[src/rtl/adder_host_pkg.sv]
// Shared types and widths for the adder host master and its operand FIFO.
package adder_host_pkg;

    localparam int unsigned OPERAND_W  = 8;
    localparam int unsigned DES_ADDR_W = 3;
    localparam int unsigned RESULT_W   = 9;
    localparam int unsigned PENDING_W  = 4;
    localparam int unsigned LAT_W      = 3;

    localparam logic DES_WR = 1'b1;
    localparam logic DES_RD = 1'b0;

    typedef enum logic [1:0] {
        IDLE,
        REQ,
        WAIT,
        DONE
    } reg_state_e;

    typedef struct packed {
        logic [OPERAND_W-1:0] a;
        logic [OPERAND_W-1:0] b;
    } op_pair_t;

endpackage

[src/rtl/adder_op_fifo.sv]
// Synchronous operand-pair FIFO; head entry is visible combinationally.
module adder_op_fifo
    import adder_host_pkg::*;
#(
    parameter int unsigned FIFO_DEPTH = 4
)
(
    input  logic     clk,
    input  logic     reset_n,
    input  logic     push,
    input  op_pair_t push_data,
    input  logic     pop,
    output op_pair_t head_c,
    output logic     full,
    output logic     empty
);

    localparam int unsigned PTR_W = (FIFO_DEPTH > 1) ? $clog2(FIFO_DEPTH) : 1;
    localparam int unsigned CNT_W = PTR_W + 1;

    op_pair_t         mem [FIFO_DEPTH];
    logic [PTR_W-1:0] wr_ptr;
    logic [PTR_W-1:0] rd_ptr;
    logic [CNT_W-1:0] count;
    logic [CNT_W-1:0] count_next;
    logic             do_push;
    logic             do_pop;

    // Qualify push/pop with occupancy and compute the next fill level.
    always_comb begin
        do_push    = push && !full;
        do_pop     = pop && !empty;
        count_next = count;
        if (do_push && !do_pop) begin
            count_next = count + CNT_W'(1);
        end else if (!do_push && do_pop) begin
            count_next = count - CNT_W'(1);
        end
    end

    // Pointers, fill level and registered full/empty flags.
    always_ff @(posedge clk or negedge reset_n) begin
        if (!reset_n) begin
            wr_ptr <= '0;
            rd_ptr <= '0;
            count  <= '0;
            full   <= 1'b0;
            empty  <= 1'b1;
        end else begin
            if (do_push) wr_ptr <= wr_ptr + PTR_W'(1);
            if (do_pop)  rd_ptr <= rd_ptr + PTR_W'(1);
            count <= count_next;
            full  <= (count_next == CNT_W'(FIFO_DEPTH));
            empty <= (count_next == CNT_W'(0));
        end
    end

    // Storage array; contents need no reset since empty gates every read.
    always_ff @(posedge clk) begin
        if (do_push) mem[wr_ptr] <= push_data;
    end

    assign head_c = mem[rd_ptr];

endmodule

[src/rtl/adder_host_master.sv]
// Initiator for the 8-bit adder: operand issue, result capture and Des_* register port master.
module adder_host_master
    import adder_host_pkg::*;
#(
    parameter int unsigned FIFO_DEPTH = 4,
    parameter int unsigned RD_LATENCY = 1
)
(
    input  logic                  clk,
    input  logic                  reset_n,
    input  logic                  op_valid,
    output logic                  op_ready,
    input  logic [OPERAND_W-1:0]  op_a,
    input  logic [OPERAND_W-1:0]  op_b,
    output logic                  res_valid,
    output logic [RESULT_W-1:0]   res_data,
    output logic                  err_stray,
    output logic [PENDING_W-1:0]  pending,
    input  logic                  reg_req,
    input  logic                  reg_wr,
    input  logic [DES_ADDR_W-1:0] reg_addr,
    input  logic [OPERAND_W-1:0]  reg_wdata,
    output logic                  reg_busy,
    output logic                  reg_done,
    output logic [OPERAND_W-1:0]  reg_rdata,
    output logic [OPERAND_W-1:0]  Value_a,
    output logic [OPERAND_W-1:0]  Value_b,
    output logic                  Data_val,
    input  logic [OPERAND_W-1:0]  Sum_result,
    input  logic                  Sum_carry,
    input  logic                  Data_ready,
    output logic [DES_ADDR_W-1:0] Des_address,
    output logic [OPERAND_W-1:0]  Des_value,
    output logic                  Des_req_valid,
    output logic                  Des_wr_rd,
    input  logic [OPERAND_W-1:0]  Des_rd_value
);

    reg_state_e        state;
    logic [LAT_W-1:0]  wait_cnt;
    logic              fifo_full;
    logic              fifo_empty;
    op_pair_t          fifo_head;
    op_pair_t          push_pair;
    logic              issue_c;

    assign push_pair = '{a: op_a, b: op_b};
    assign op_ready  = !fifo_full;

    // Register requests in IDLE take precedence over operand issue.
    assign issue_c = !fifo_empty && (state == IDLE) && !reg_req;

    adder_op_fifo #(
        .FIFO_DEPTH (FIFO_DEPTH)
    ) u_fifo (
        .clk       (clk),
        .reset_n   (reset_n),
        .push      (op_valid),
        .push_data (push_pair),
        .pop       (issue_c),
        .head_c    (fifo_head),
        .full      (fifo_full),
        .empty     (fifo_empty)
    );

    // Operand issue, result capture and outstanding-operation tracking.
    always_ff @(posedge clk or negedge reset_n) begin
        if (!reset_n) begin
            Value_a   <= '0;
            Value_b   <= '0;
            Data_val  <= 1'b0;
            res_valid <= 1'b0;
            res_data  <= '0;
            pending   <= '0;
            err_stray <= 1'b0;
        end else begin
            Data_val <= issue_c;
            if (issue_c) begin
                Value_a <= fifo_head.a;
                Value_b <= fifo_head.b;
            end
            res_valid <= Data_ready;
            if (Data_ready) res_data <= {Sum_carry, Sum_result};
            if (Data_ready && (pending == '0)) err_stray <= 1'b1;
            case ({issue_c, Data_ready})
                2'b10:   if (pending != '1) pending <= pending + PENDING_W'(1);
                2'b01:   if (pending != '0) pending <= pending - PENDING_W'(1);
                default: ;
            endcase
        end
    end

    // Register transaction FSM driving the Des_* port with registered strobes.
    always_ff @(posedge clk or negedge reset_n) begin
        if (!reset_n) begin
            state         <= IDLE;
            wait_cnt      <= '0;
            reg_busy      <= 1'b0;
            reg_done      <= 1'b0;
            reg_rdata     <= '0;
            Des_address   <= '0;
            Des_value     <= '0;
            Des_req_valid <= 1'b0;
            Des_wr_rd     <= 1'b0;
        end else begin
            reg_done      <= 1'b0;
            Des_req_valid <= 1'b0;
            Des_address   <= '0;
            Des_value     <= '0;
            Des_wr_rd     <= 1'b0;
            case (state)
                IDLE: begin
                    if (reg_req) begin
                        state         <= REQ;
                        reg_busy      <= 1'b1;
                        Des_req_valid <= 1'b1;
                        Des_address   <= reg_addr;
                        Des_value     <= (reg_wr == DES_WR) ? reg_wdata : '0;
                        Des_wr_rd     <= reg_wr;
                    end
                end
                REQ: begin
                    if (Des_wr_rd == DES_WR) begin
                        state    <= DONE;
                        reg_done <= 1'b1;
                    end else begin
                        state    <= WAIT;
                        wait_cnt <= LAT_W'(RD_LATENCY - 1);
                    end
                end
                WAIT: begin
                    if (wait_cnt == '0) begin
                        reg_rdata <= Des_rd_value;
                        state     <= DONE;
                        reg_done  <= 1'b1;
                    end else begin
                        wait_cnt <= wait_cnt - LAT_W'(1);
                    end
                end
                DONE: begin
                    state    <= IDLE;
                    reg_busy <= 1'b0;
                end
                default: state <= IDLE;
            endcase
        end
    end

endmodule

[config.mk]
export PLATFORM = sky130hd
export DESIGN_NAME = adder_host_master
export DESIGN_NICKNAME = d
export VERILOG_FILES = /design/src/rtl/adder_host_pkg.sv /design/src/rtl/adder_op_fifo.sv /design/src/rtl/adder_host_master.sv
export SDC_FILE = /design/constraint.sdc
export NUM_CORES = 1
export LEC_CHECK = 0
export BUFFER_PORTS_ARGS = -buffer_cell sky130_fd_sc_hd__buf_2
export CORE_ASPECT_RATIO = 0.6
export CORE_UTILIZATION = 55
export CTS_CLUSTER_DIAMETER = 200
export CTS_CLUSTER_SIZE = 40
export DETAILED_ROUTE_END_ITERATION = 8
export PLACE_DENSITY = 0.88
export SYNTH_ARGS = -nofsm -noshare
export SYNTH_HDL_FRONTEND = slang
export SYNTH_SLANG_ARGS = --single-unit
[constraint.sdc]
create_clock -name clk -period 3.5 [get_ports clk]
set_input_delay 0.525 -clock clk [delete_from_list [all_inputs] [get_ports clk]]
set_output_delay 0.525 -clock clk [all_outputs]
set_load 0.005 [all_outputs]
==> metrics <==
status=finished, final reports clean; Hold Fails Final Rpt=0; routed via count=3150; CP Capture Type=flip-flop; total grt overflow=0; Top Ports=between 100 and 150; Num CTS Buffers=17; H-tree depth=4; Vias/cell=around 5.3; power density over cell area=844 nW/µm²; Port Buffer Count=105; R2R Setup Slk=around 0.90 ns; TritonCTS clock tree=built; fin crit period=2.60 ns; Hold-fix buffers, CTS=0; Primary FF master, synth=dfrtp_1; fraction of registers with async set/reset=0.519; final net count=about 520; Synth Net Count=404; Initial DRC Count=approximately 260; final setup fails=0; CP Launch Type=flip-flop; RSZ-0062 raised after global routing=false; DRC Markers=0; dominant cell type by area after synthesis=edfxtp_1; synth warn=0; Setup Total Neg Slack=0 ns; clock sinks=133; layout cells sized above 1=0.372; initial antenna violation count=1; Yosys cell types=~40; Max clock buf depth=2; Period Utilization, post-route=0.744; Antenna Nets Post-Route=0; CTS resizes=0; Synth Cell Area=5220 µm²; Slew @ Worst Pin=0.887 ns; DRT Pass-1 Iters=4; Synth top area share=0.368; Post-Synthesis Cells=340; clock root cell=clkbuf_16; most instantiated cells after synthesis=68 x dfrtp_1, 64 x edfxtp_1, 62 x nand2_1; Clock Pin Slew Worst Setup and Hold Paths=0.05 ns; core area=slightly above 9000 µm²; Post-synth EDFFs=64; Die ar.=9900 µm²; Slew Limit Fails=0; pin count of the biggest net entering global routing=37; Hold WC Path Type=primary input to async pin; Leak=about 2.9 nW; CP Data Required Time=3.83 ns; Seq/Total Area, Yosys=0.699; Starting Density=0.568; clk_lat worst skew=0.41 ns; P&R area growth vs syn=22.9%; DPL Wire Length=6360 µm; crit-path max FO=23; Mapped Avg Cell Area=around 15 µm²; vias in the first global route=3211; crit path DAT=around 3 ns; Die Span X=128 µm; Design Area, Final=6420 µm²; routability cong.=slightly below 0.8; setup bufs post-CTS=0; Die Y-Extent=77.5 µm; Setup CP Type=flip-flop to flip-flop; Routed WL per cell=16.1 µm; row count=27; skew final=0.00653 ns; Fill cells=603; max-cap check violation count=0; most frequent cell after synthesis=dfrtp_1; fmax=0.384 GHz; #FFs+latches synth=133; Area after DPL=5880 µm²; max_slew headroom=0.409; final wirelength=about 9700 µm; first-pass GRT wire length=15600 µm; top cells by area, synth=edfxtp_1 37%, dfrtp_1 33%, mux4_2 6.9%; GRT Total Usage=0.214; Worst VDD drop=slightly above 500 µV
==> state kept, by name (all words and copies together), names as in the netlist, 2 cells and up <==
| signal | flops |
|---|---|
| u_fifo.mem | 64 |
| res_data | 9 |
| Des_value | 8 |
| Value_a | 8 |
| Value_b | 8 |
| reg_rdata | 8 |
| pending | 4 |
| Des_address | 3 |
| u_fifo.count | 3 |
| wait_cnt | 3 |
| state | 2 |
| u_fifo.rd_ptr | 2 |
| u_fifo.wr_ptr | 2 |
==> logic make-up after synthesis <==
kind of cell	Yosys count	synth area share
DFF	133	0.699
and+or+nand+nor	99	0.0862
muxes	36	0.112
buffers and inverters	28	0.0252
AOI/OAI and AO/OA	22	0.0299
adders and majority gates	14	0.0335
xor gates and xnor gates	8	0.0149
==> worst max-delay path, stage by stage (launching register included) <==
cell     delay (ns)
dfrtp_1        0.40
inv_1          0.16
ha_1           0.29
or3b_1         0.36
buf_4          0.24
nand2_1        0.18
xnor2_1        0.09
ha_1           0.21
o41ai_1        0.41
xor2_1         0.18
==> where the power goes <==
part           total [mW]  internal (mW)  switching [mW]
clock network        1.59          0.993           0.595
registers            2.33           2.09           0.247
logic                1.50          0.722           0.773
total                5.42           3.80            1.62
==> per-stage QoR <==
stage	hold WS, ns	util	power [mW]	setup WS (ns)	cells
finish	0.208	0.699	5.42	0.897	599
global route	0.268	0.699	5.72	0.688	599
CTS	0.221	0.698	5.46	0.890	598
detailed placement	0.441	0.640	3.86	0.899	566
global placement	0.439	0.640	3.75	1.05	566
floorplan	0.229	-	3.33	1.25	340
==> final timing paths <==
| path | start | to | cells past startpoint |
|---|---|---|---|
| max | state[0]$_DFFE_PN0P_ | pending[2]$_DFFE_PN0P_ | 9 |
| min | reset_n | res_data[6]$_DFFE_PN0P_ | 1 |
| max reg2reg | state[0]$_DFFE_PN0P_ | pending[2]$_DFFE_PN0P_ | 9 |
| min reg2reg | err_stray$_DFFE_PN0P_ | err_stray$_DFFE_PN0P_ | 1 |
| max in group asynchronous | reset_n | u_fifo.empty$_DFF_PN1_ | 2 |
| min in group clk | reg_wdata[5] | Des_value[5]$_DFF_PN0_ | 2 |
==> layout by cell type (no fill, tap or decap), types with 2 or more instances in the layout <==
cell         n
dfrtp_1     68
nand3_1      3
mux4_2      16
mux2i_1      2
nor2_1       6
clkbuf_1     5
clkbuf_16   17
edfxtp_1    64
buf_2      105
o21ai_0      5
a21oi_1      3
nand4_1      2
buf_4        4
o31ai_1      3
mux2_2      18
nand2_1     62
clkbuf_8     5
xnor2_1      5
xor2_1       2
ha_1        14
nor3_1       3
o22ai_1      2
inv_1       14
and2_1      13
clkinv_2     5
and3_1       4
==> final cells by class <==
class                      count  area (µm²)  share of cell area
antenna                        1        2.50            0.000390
clock buffer                  27         513              0.0799
clock inverter                 5        25.0             0.00390
inverter                      15        68.8              0.0107
multi-input combinational    179        1440               0.225
sequential                   133        3650               0.569
tap                          130         163              0.0253
timing repair buffer         109         556              0.0865
==> per-layer routing <==
metal,routed length [µm],vias up,GRT usage
met5,0,-,0
met2,4930,103,0.354
met3,463,12,0.0414
li1,-,1446,-
met1,4100,1589,0.272
met4,165,0,0.113
(Power assumes the default switching activity.)
